File: src/rtl/branch_resolve_unit.sv
// Branch reservation station: holds conditional branches until operands arrive, resolves them, and hands results out over valid/ready.
// Optional BRU_STATS_EN adds saturating resolved/mispredict counters.
module branch_resolve_unit #(
  parameter int RS_DEPTH = 4,
  parameter int TAG_W    = 4,
  parameter int XLEN     = 32
) (
  input  logic             clk_in,
  input  logic             rst_in,
  input  logic             flush_in,
  input  logic             issue_valid_in,
  output logic             issue_ready_out,
  input  logic [2:0]       issue_brfunc_in,
  input  logic [XLEN-1:0]  issue_pc_in,
  input  logic [XLEN-1:0]  issue_imm_in,
  input  logic             issue_pred_taken_in,
  input  logic [TAG_W-1:0] issue_rob_tag_in,
  input  logic             issue_src1_rdy_in,
  input  logic [TAG_W-1:0] issue_src1_tag_in,
  input  logic [XLEN-1:0]  issue_src1_val_in,
  input  logic             issue_src2_rdy_in,
  input  logic [TAG_W-1:0] issue_src2_tag_in,
  input  logic [XLEN-1:0]  issue_src2_val_in,
  input  logic             cdb_valid_in,
  input  logic [TAG_W-1:0] cdb_tag_in,
  input  logic [XLEN-1:0]  cdb_value_in,
  output logic             res_valid_out,
  input  logic             res_ready_in,
  output logic [TAG_W-1:0] res_rob_tag_out,
  output logic             res_taken_out,
  output logic [XLEN-1:0]  res_target_out,
  output logic             res_mispredict_out
`ifdef BRU_STATS_EN
  ,
  output logic [31:0]      stat_resolved_out,
  output logic [31:0]      stat_mispredict_out
`endif
);

  localparam int IDXW = $clog2(RS_DEPTH);
  localparam int CNTW = $clog2(RS_DEPTH + 1);

  typedef struct packed {
    logic [2:0]       func;
    logic [XLEN-1:0]  pc;
    logic [XLEN-1:0]  imm;
    logic             pred;
    logic [TAG_W-1:0] rob_tag;
    logic             s1_rdy;
    logic [TAG_W-1:0] s1_tag;
    logic [XLEN-1:0]  s1_val;
    logic             s2_rdy;
    logic [TAG_W-1:0] s2_tag;
    logic [XLEN-1:0]  s2_val;
  } entry_t;

  entry_t              ent_q [RS_DEPTH];
  entry_t              ent_d [RS_DEPTH];
  entry_t              snp   [RS_DEPTH];
  entry_t              new_ent;
  logic [RS_DEPTH-1:0] vld_q, vld_d;
  logic [CNTW-1:0]     cnt, slot;
  logic [IDXW-1:0]     fire_idx;
  logic                fire_found, fire_en, issue_fire;

  logic                res_valid_q, res_valid_d, res_taken_q, res_taken_d, res_mp_q, res_mp_d;
  logic [TAG_W-1:0]    res_tag_q, res_tag_d;
  logic [XLEN-1:0]     res_target_q, res_target_d;

  function automatic logic br_taken(input logic [2:0] f,
                                    input logic signed [XLEN-1:0] a,
                                    input logic signed [XLEN-1:0] b);
    logic t;
    t = 1'b0;
    case (f)
      3'd0:    t = (a == b);
      3'd1:    t = (a != b);
      3'd2:    t = (a < b);
      3'd3:    t = ($unsigned(a) < $unsigned(b));
      3'd4:    t = (a >= b);
      3'd5:    t = ($unsigned(a) >= $unsigned(b));
      default: t = 1'b0;
    endcase
    return t;
  endfunction

  function automatic logic [XLEN-1:0] br_target(input logic [XLEN-1:0] pc,
                                                input logic [XLEN-1:0] imm,
                                                input logic taken);
    return taken ? (pc + imm) : (pc + XLEN'(32'd4));
  endfunction

  assign issue_ready_out = ~&vld_q;
  assign issue_fire      = issue_valid_in && issue_ready_out;

  // Select: oldest entry whose operands were ready at the start of the cycle
  always_comb begin
    fire_found = 1'b0;
    fire_idx   = '0;
    cnt        = '0;
    for (int i = RS_DEPTH - 1; i >= 0; i--) begin
      if (vld_q[i] && ent_q[i].s1_rdy && ent_q[i].s2_rdy) begin
        fire_found = 1'b1;
        fire_idx   = IDXW'(i);
      end
    end
    for (int i = 0; i < RS_DEPTH; i++) cnt = cnt + CNTW'(vld_q[i]);
    fire_en = fire_found && (!res_valid_q || res_ready_in);
    slot    = cnt - CNTW'(fire_en);
  end

  // Queue update: CDB snoop, compaction on fire, then insert behind the survivors
  always_comb begin
    for (int i = 0; i < RS_DEPTH; i++) begin
      snp[i] = ent_q[i];
      if (cdb_valid_in && !snp[i].s1_rdy && snp[i].s1_tag == cdb_tag_in) begin
        snp[i].s1_rdy = 1'b1;
        snp[i].s1_val = cdb_value_in;
      end
      if (cdb_valid_in && !snp[i].s2_rdy && snp[i].s2_tag == cdb_tag_in) begin
        snp[i].s2_rdy = 1'b1;
        snp[i].s2_val = cdb_value_in;
      end
    end

    new_ent.func    = issue_brfunc_in;
    new_ent.pc      = issue_pc_in;
    new_ent.imm     = issue_imm_in;
    new_ent.pred    = issue_pred_taken_in;
    new_ent.rob_tag = issue_rob_tag_in;
    new_ent.s1_rdy  = issue_src1_rdy_in;
    new_ent.s1_tag  = issue_src1_tag_in;
    new_ent.s1_val  = issue_src1_val_in;
    new_ent.s2_rdy  = issue_src2_rdy_in;
    new_ent.s2_tag  = issue_src2_tag_in;
    new_ent.s2_val  = issue_src2_val_in;
    if (cdb_valid_in && !issue_src1_rdy_in && issue_src1_tag_in == cdb_tag_in) begin
      new_ent.s1_rdy = 1'b1;
      new_ent.s1_val = cdb_value_in;
    end
    if (cdb_valid_in && !issue_src2_rdy_in && issue_src2_tag_in == cdb_tag_in) begin
      new_ent.s2_rdy = 1'b1;
      new_ent.s2_val = cdb_value_in;
    end

    for (int i = 0; i < RS_DEPTH; i++) ent_d[i] = snp[i];
    vld_d = vld_q;
    if (fire_en) begin
      for (int i = 0; i < RS_DEPTH - 1; i++) begin
        if (IDXW'(i) >= fire_idx) begin
          ent_d[i] = snp[i+1];
          vld_d[i] = vld_q[i+1];
        end
      end
      vld_d[RS_DEPTH-1] = 1'b0;
    end
    if (issue_fire) begin
      for (int i = 0; i < RS_DEPTH; i++) begin
        if (CNTW'(i) == slot) begin
          ent_d[i] = new_ent;
          vld_d[i] = 1'b1;
        end
      end
    end
    if (flush_in) vld_d = '0;
  end

  // Resolve stage: evaluate the fired entry into the output register
  always_comb begin
    res_valid_d  = res_valid_q;
    res_tag_d    = res_tag_q;
    res_taken_d  = res_taken_q;
    res_target_d = res_target_q;
    res_mp_d     = res_mp_q;
    if (res_valid_q && res_ready_in) res_valid_d = 1'b0;
    if (fire_en) begin
      res_valid_d  = 1'b1;
      res_tag_d    = ent_q[fire_idx].rob_tag;
      res_taken_d  = br_taken(ent_q[fire_idx].func, ent_q[fire_idx].s1_val, ent_q[fire_idx].s2_val);
      res_target_d = br_target(ent_q[fire_idx].pc, ent_q[fire_idx].imm, res_taken_d);
      res_mp_d     = res_taken_d != ent_q[fire_idx].pred;
    end
    if (flush_in) res_valid_d = 1'b0;
  end

  always_ff @(posedge clk_in) begin
    for (int i = 0; i < RS_DEPTH; i++) ent_q[i] <= ent_d[i];
    if (rst_in) begin
      vld_q        <= '0;
      res_valid_q  <= 1'b0;
      res_tag_q    <= '0;
      res_taken_q  <= 1'b0;
      res_target_q <= '0;
      res_mp_q     <= 1'b0;
    end else begin
      vld_q        <= vld_d;
      res_valid_q  <= res_valid_d;
      res_tag_q    <= res_tag_d;
      res_taken_q  <= res_taken_d;
      res_target_q <= res_target_d;
      res_mp_q     <= res_mp_d;
    end
  end

  assign res_valid_out      = res_valid_q;
  assign res_rob_tag_out    = res_tag_q;
  assign res_taken_out      = res_taken_q;
  assign res_target_out     = res_target_q;
  assign res_mispredict_out = res_mp_q;

`ifdef BRU_STATS_EN
  logic [31:0] stat_res_q, stat_res_d, stat_mp_q, stat_mp_d;

  always_comb begin
    stat_res_d = stat_res_q;
    stat_mp_d  = stat_mp_q;
    if (res_valid_q && res_ready_in) begin
      if (stat_res_q != 32'hFFFF_FFFF) stat_res_d = stat_res_q + 32'd1;
      if (res_mp_q && stat_mp_q != 32'hFFFF_FFFF) stat_mp_d = stat_mp_q + 32'd1;
    end
  end

  always_ff @(posedge clk_in) begin
    if (rst_in) begin
      stat_res_q <= '0;
      stat_mp_q  <= '0;
    end else begin
      stat_res_q <= stat_res_d;
      stat_mp_q  <= stat_mp_d;
    end
  end

  assign stat_resolved_out   = stat_res_q;
  assign stat_mispredict_out = stat_mp_q;
`endif

endmodule

File: config.mk
export PLATFORM = sky130hd
export DESIGN_NAME = branch_resolve_unit
export DESIGN_NICKNAME = d
export VERILOG_FILES = /design/src/rtl/branch_resolve_unit.sv
export SDC_FILE = /design/constraint.sdc
export NUM_CORES = 2
export LEC_CHECK = 0
export CORE_MARGIN = 1.5
export CORE_UTILIZATION = 54
export DETAILED_ROUTE_END_ITERATION = 10
export GPL_TIMING_DRIVEN = 0
export PLACE_DENSITY = 0.77
export SETUP_SLACK_MARGIN = 0.1
export SLEW_MARGIN = 20
export SYNTH_ARGS = -nofsm -noshare
export SYNTH_HDL_FRONTEND = slang
export SYNTH_SLANG_ARGS = --single-unit
File: constraint.sdc
create_clock -name clk_in -period 6.1 [get_ports clk_in]
set_input_delay 0.61 -clock clk_in [delete_from_list [all_inputs] [get_ports clk_in]]
set_output_delay 0.61 -clock clk_in [all_outputs]
set_load 0.02 [all_outputs]
* Word level (Yosys, flattened, before mapping)
Memories as Yosys holds them, arrays and structs flattened.
Cells that the tools add are included.
** Cells by class
- Add/subtract/negate cells :: 6
- Order comparisons :: 7
- Eq/ne operators :: 21
- Muxes and demuxes :: 51
- Reduce and logical (&&, ||, !) cells :: 49
** Operators with widths (count)
- $mux W146 :: 7
- $mux W584 :: 1
- $mux W438 :: 1
- $mux W32 :: 11
- $ge A32 B32 Y1 :: 2
- $lt A32 B32 Y1 :: 2
- $eq A4 B4 Y1 :: 10
- $add A32 B3 Y32 const B :: 1
- $add A32 B32 Y32 :: 1
- $eq A32 B32 Y1 :: 1
- $ne A32 B32 Y1 :: 1
- $logic_and A1 B1 Y1 :: 31
- $mux W1 :: 24
- $logic_not A1 Y1 :: 12
- $mux W2 :: 4
- $mux W4 :: 2
- $eq A2 B3 Y1 const A :: 2
- $eq A3 B2 Y1 const B :: 2
- $eq A3 B3 Y1 const B :: 2
- $logic_not A3 Y1 :: 2
- $pmux W1 S6 :: 1
- $ge A1 B2 Y1 const A :: 2
- $reduce_and A4 Y1 :: 1
- $add A2 B1 Y3 :: 1
- other kinds (10) :: 10
** Storage, ports and cells
- Register bits after elaboration :: 43
- Bits in writable memories :: 584
- Input bits :: 188
- Output and inout bits :: 40
- Word-level logic and storage cells :: 141
- Memories kept :: 1
** Memory list
- ent_q :: words 4, bits a word 146, read ports 5, clocked after Yosys merged registers in 0, write ports 4, line 57 : entry_t ent_q [RS_DEPTH];

* Logic depth before layout (Yosys ltp)
- Depth in word-level cells :: 11
- Gate-level depth with buffers :: 24
- Mapped depth without buffers :: 18

* Worst setup path before layout
Ideal clock, no wire load.
- Kind :: register to register
- Start point :: memory ent_q[2][73] in the netlist's numbering
- End point :: memory ent_q[3][49] in the netlist's numbering
- Library setup time :: 0.116 ns
- Arrival time :: 6.021 ns
- Required time :: 5.984 ns
- Path slack :: -0.036 ns
- Stages on the path, launching flop included :: 22
- Path buffers :: 4
- Clock period less this slack :: 6.136 ns
- Path through :: dfxtp_1 > buf_4 > and3_1 > buf_4 > o41ai_4 > inv_2 > clkbuf_1 > ha_1 > fa_1 > inv_1 > ha_1 > inv_1 > fa_1 > xor2_1 > nand3_1 > nor2_1 > nand2_1 > inv_1 > nand2_1 > buf_1 > o22ai_1 > nor2_1
** RTL lines (line)
- start: declaration :: 57

==> impl_metrics.csv <==
group,metric,value,unit
sta,holdWs,0.344,ns
final_layout,stdcell_count,5300,
hold_path,hp-start,"cdb_value_in[19]",
place,place_inst,5174,
hold_path,holdPathEnd,"ent_q[3][56]$_DFF_P_",
global_route,grt_overflow,0,
floorplanning,fp-row-count,90,
synth,syn_nets,4456,
floorplanning,ios,228,
detailed_routing,drt_iter0_drc,5022,
floorplanning,core-area,60500,sq um
final_layout,fin_nets,4725,
final_layout,drive_gt1_share,9.05,%
sta,timing.max_slew.rel_slack,18.4,%
detailed_routing,route.detailed.drc,0,
place,port_buffers,190,
clock_tree,clk_latency,0.65,ns
floorplanning,die_w,251,um
final_layout,fin_area,38600,sq um
synth,syn_inst,4199,
sta,worstMarginPinSlew,1.22,ns
sta,rsz0062_at_grt,"yes",
synth,synth-seq-cells,627,
clock_tree,h-tree-depth,3,
synth,netlist_area,33200,sq um
global_route,grt_util_all_layers,39.5,%
place,place_hpwl,89800,um
synth,postSynthAreaPerCell,7.90,sq um
detailed_routing,via_count,35078,
critical_path,critical_path_required,6.59,ns
sta,clock.fmax,166,MHz
floorplanning,die_y,251,um
outcome,status,"complete, no violations",
critical_path,reg2reg_to,"res_target_out[6]$_SDFFE_PP0P_",
synth,yosysUniqueCellTypes,97,
hold_path,hold_path_class,"in2reg",
synth,synth_flop_cell,"dfxtp_1",
sta,drv_slew,0,
detailed_routing,totalWireLength,128000,um
global_route,grt_pass1_wl,193000,um
place,gp_congestion,0.994,
critical_path,worstPathArrival,6.53,ns
final_layout,area_growth,16.4,%
job,cap_violations,0,
synth,synth_edf_count,80,
synth,synth_top_area_share,33.0,%
sta,tns,0,ns
critical_path,crit_path_start_kind,"register",
synth,ys_top_cells_by_area,"dfxtp_1 33%, nand2_1 12%, edfxtp_1 7.2%",
global_route,antenna_found_initial,2,
sta,fin_crit_sh,99.0,%
floorplanning,initial_core_util,54.8,%
place,postPlaceCellArea,36100,sq um
critical_path,timing.rr.start,"ent_q[3][73]$_DFF_P_",
critical_path,r2r_slack,0.06,ns
sta,min_period,6.04,ns
synth,synth_warnings,0,
sta,setup-violations-final,0,
detailed_routing,post_drt_wl_per_cell,24.2,um
global_route,grt_max_degree,26,
clock_tree,root_buffer,"clkbuf_16",
final_layout,n_antenna_cell,0,
critical_path,crit_fanout,10,
power_and_ir_drop,pwr_density_cell,529,nW/um^2
hold_path,whs_path_depth,3,
power_and_ir_drop,p_leak,15.1,nW
sta,skew,0.0287,ns
clock_tree,cts_tree,"yes",
clock_tree,clock_path_buffers,3,
clock_tree,path_clk_slew,0.06,ns
global_route,grt_pass1_vias,33006,
critical_path,cp-end-kind,"register",
clock_tree,cts.sinks,627,
synth,ys_seq_area_share,40.3,%
detailed_routing,via_per_inst,6.62,
clock_tree,numCtsBuffers,70,
power_and_ir_drop,peakVddDrop,250,uV
synth,yosys.area.top_type,"dfxtp_1",
detailed_routing,ant_nets,0,
power_and_ir_drop,power,0.0204,W
critical_path,reg2reg_depth,20,
synth,async_reset_ff_share,0,%
critical_path,critPathKind,"reg2reg",
sta,final-hold-violation-count,0,
floorplanning,die-area,62900,sq um
detailed_routing,firstDrtPassIters,9,
-- registers in the layout, summed over array words and instances (netlist names) --
register and count:
res_taken_out 1, ent_q 584, res_mispredict_out 1, res_target_out 32, res_valid_out 1, res_rob_tag_out 4, vld_q 4
-- critical path: stages, from the launching register on --
cell and delay, ns:
dfxtp_1 0.38, and3_1 0.21, buf_4 0.17, o211ai_1 0.43, clkbuf_4 0.34, buf_2 0.34, clkbuf_1 0.43, and3_1 0.24
a31oi_1 0.05, ha_1 0.32, a21oi_1 0.18, o21ai_0 0.23, a221oi_1 0.53, o31ai_2 0.21, nor4_1 0.45, a211o_1 0.17
buf_2 0.24, nand2_2 0.18, buf_4 0.23, o211ai_1 0.41, a21oi_1 0.12
-- power breakdown --
part | internal (W) | switching (W)
sequential | 0.00597 | 0.00134
clock | 0.00239 | 0.00180
combinational | 0.00376 | 0.00514
total | 0.0121 | 0.00828
-- routing by layer --
| metal | vias to the layer above | track usage, % | wire length (um) |
|---|---|---|---|
| li1 | 15672 | - | - |
| met1 | 16334 | 49.7 | 47300 |
| met2 | 2489 | 60.3 | 55600 |
| met3 | 579 | 8.70 | 15000 |
| met4 | 4 | 27.4 | 10100 |
| met5 | - | 0 | 34 |
-- layout by cell type, fill, tap and decap left out, types with 9 or more instances in the layout --
cell type,instances
a21o_1,18
a21oi_1,142
a31oi_1,237
and3_1,75
buf_1,31
buf_2,13
buf_4,24
clkbuf_1,232
clkbuf_16,72
clkbuf_2,63
clkbuf_4,11
clkdlybuf4s50_1,190
clkinv_2,10
dfxtp_1,547
edfxtp_1,80
ha_1,66
inv_1,42
mux2i_1,132
mux2i_2,9
nand2_1,1082
nand2b_1,18
nand3_1,125
nand4_1,19
nor2_1,352
nor3_1,31
nor4_1,9
o211ai_1,22
o21ai_0,107
o21ai_1,10
o221a_1,10
o221a_2,118
o22ai_1,329
or3_1,11
xnor2_1,41
xor2_1,25
-- what timing repair did --
action                                  4_1_cts  5_1_grt
gates resized for setup                      72       66
cloned                                        1        0
setup buffers                                 6        0
hold buffers                                  0        0
pin swaps                                     6        3
endpoints found under the setup margin      339      111
-- worst max-delay path by stage --
stage,start,to,slack [ns],depth (start not counted)
finish,ent_q[3][73]$_DFF_P_,res_target_out[6]$_SDFFE_PP0P_,0.06,20
floorplan,ent_q[2][73]$_DFF_P_,ent_q[3][10]$_DFF_P_,0.50,21
global route,ent_q[2][36]$_DFF_P_,res_target_out[6]$_SDFFE_PP0P_,0.05,22
global placement,res_ready_in,ent_q[3][22]$_DFF_P_,-2.16,20
detailed placement,ent_q[2][36]$_DFF_P_,res_target_out[6]$_SDFFE_PP0P_,-1.39,24
CTS,ent_q[2][36]$_DFF_P_,res_target_out[6]$_SDFFE_PP0P_,0.05,23
-- through the flow --
stage,worst slack (ns),util (%)
finish,0.0624,63.8
global route,0.0497,63.8
CTS,0.0453,63.6
detailed placement,-1.39,59.7
global placement,-2.16,59.6
floorplan,0.500,-
-- logic make-up after synthesis --
logic type	count (synthesis)	synth area share, %
compound gates	1102	22.9
xor+xnor	66	1.74
fa+ha+maj	69	2.67
buf+inv	411	5.17
flops	627	40.3
mux	147	4.77
simple gates	1777	22.4
-- final cells by class --
type,count,area [sq um]
well taps,782,978
repair inverters,1,5.00
flip-flops and latches,627,13400
fillers,5318,21900
clock inverters,22,220
plain buffers,361,1700
inverters,47,180
multi-input cells,3161,18200
clock buffers,100,1980
repair buffers,199,2010
-- cell usage after synthesis (9+ instances only) --
library cell and n:
a21oi_1 143, clkbuf_1 266, nor4_1 10, buf_4 9, a31oi_1 239, o21ai_0 108, buf_1 35, xnor2_1 41
o21ai_1 9, a21o_1 18, mux2i_2 9, o221a_2 118, clkbuf_2 30, nor2_1 352, inv_1 43, o22ai_1 329
ha_1 66, o211ai_1 22, and3_1 75, edfxtp_1 80, buf_2 15, nand4_1 19, xor2_1 25, nand2_1 1083
dfxtp_1 547, o221a_1 10, or3_1 11, mux2i_1 132, nand2b_1 18, nand3_1 127, nor3_1 32
Note: power is estimated with default switching activity, not from simulation.
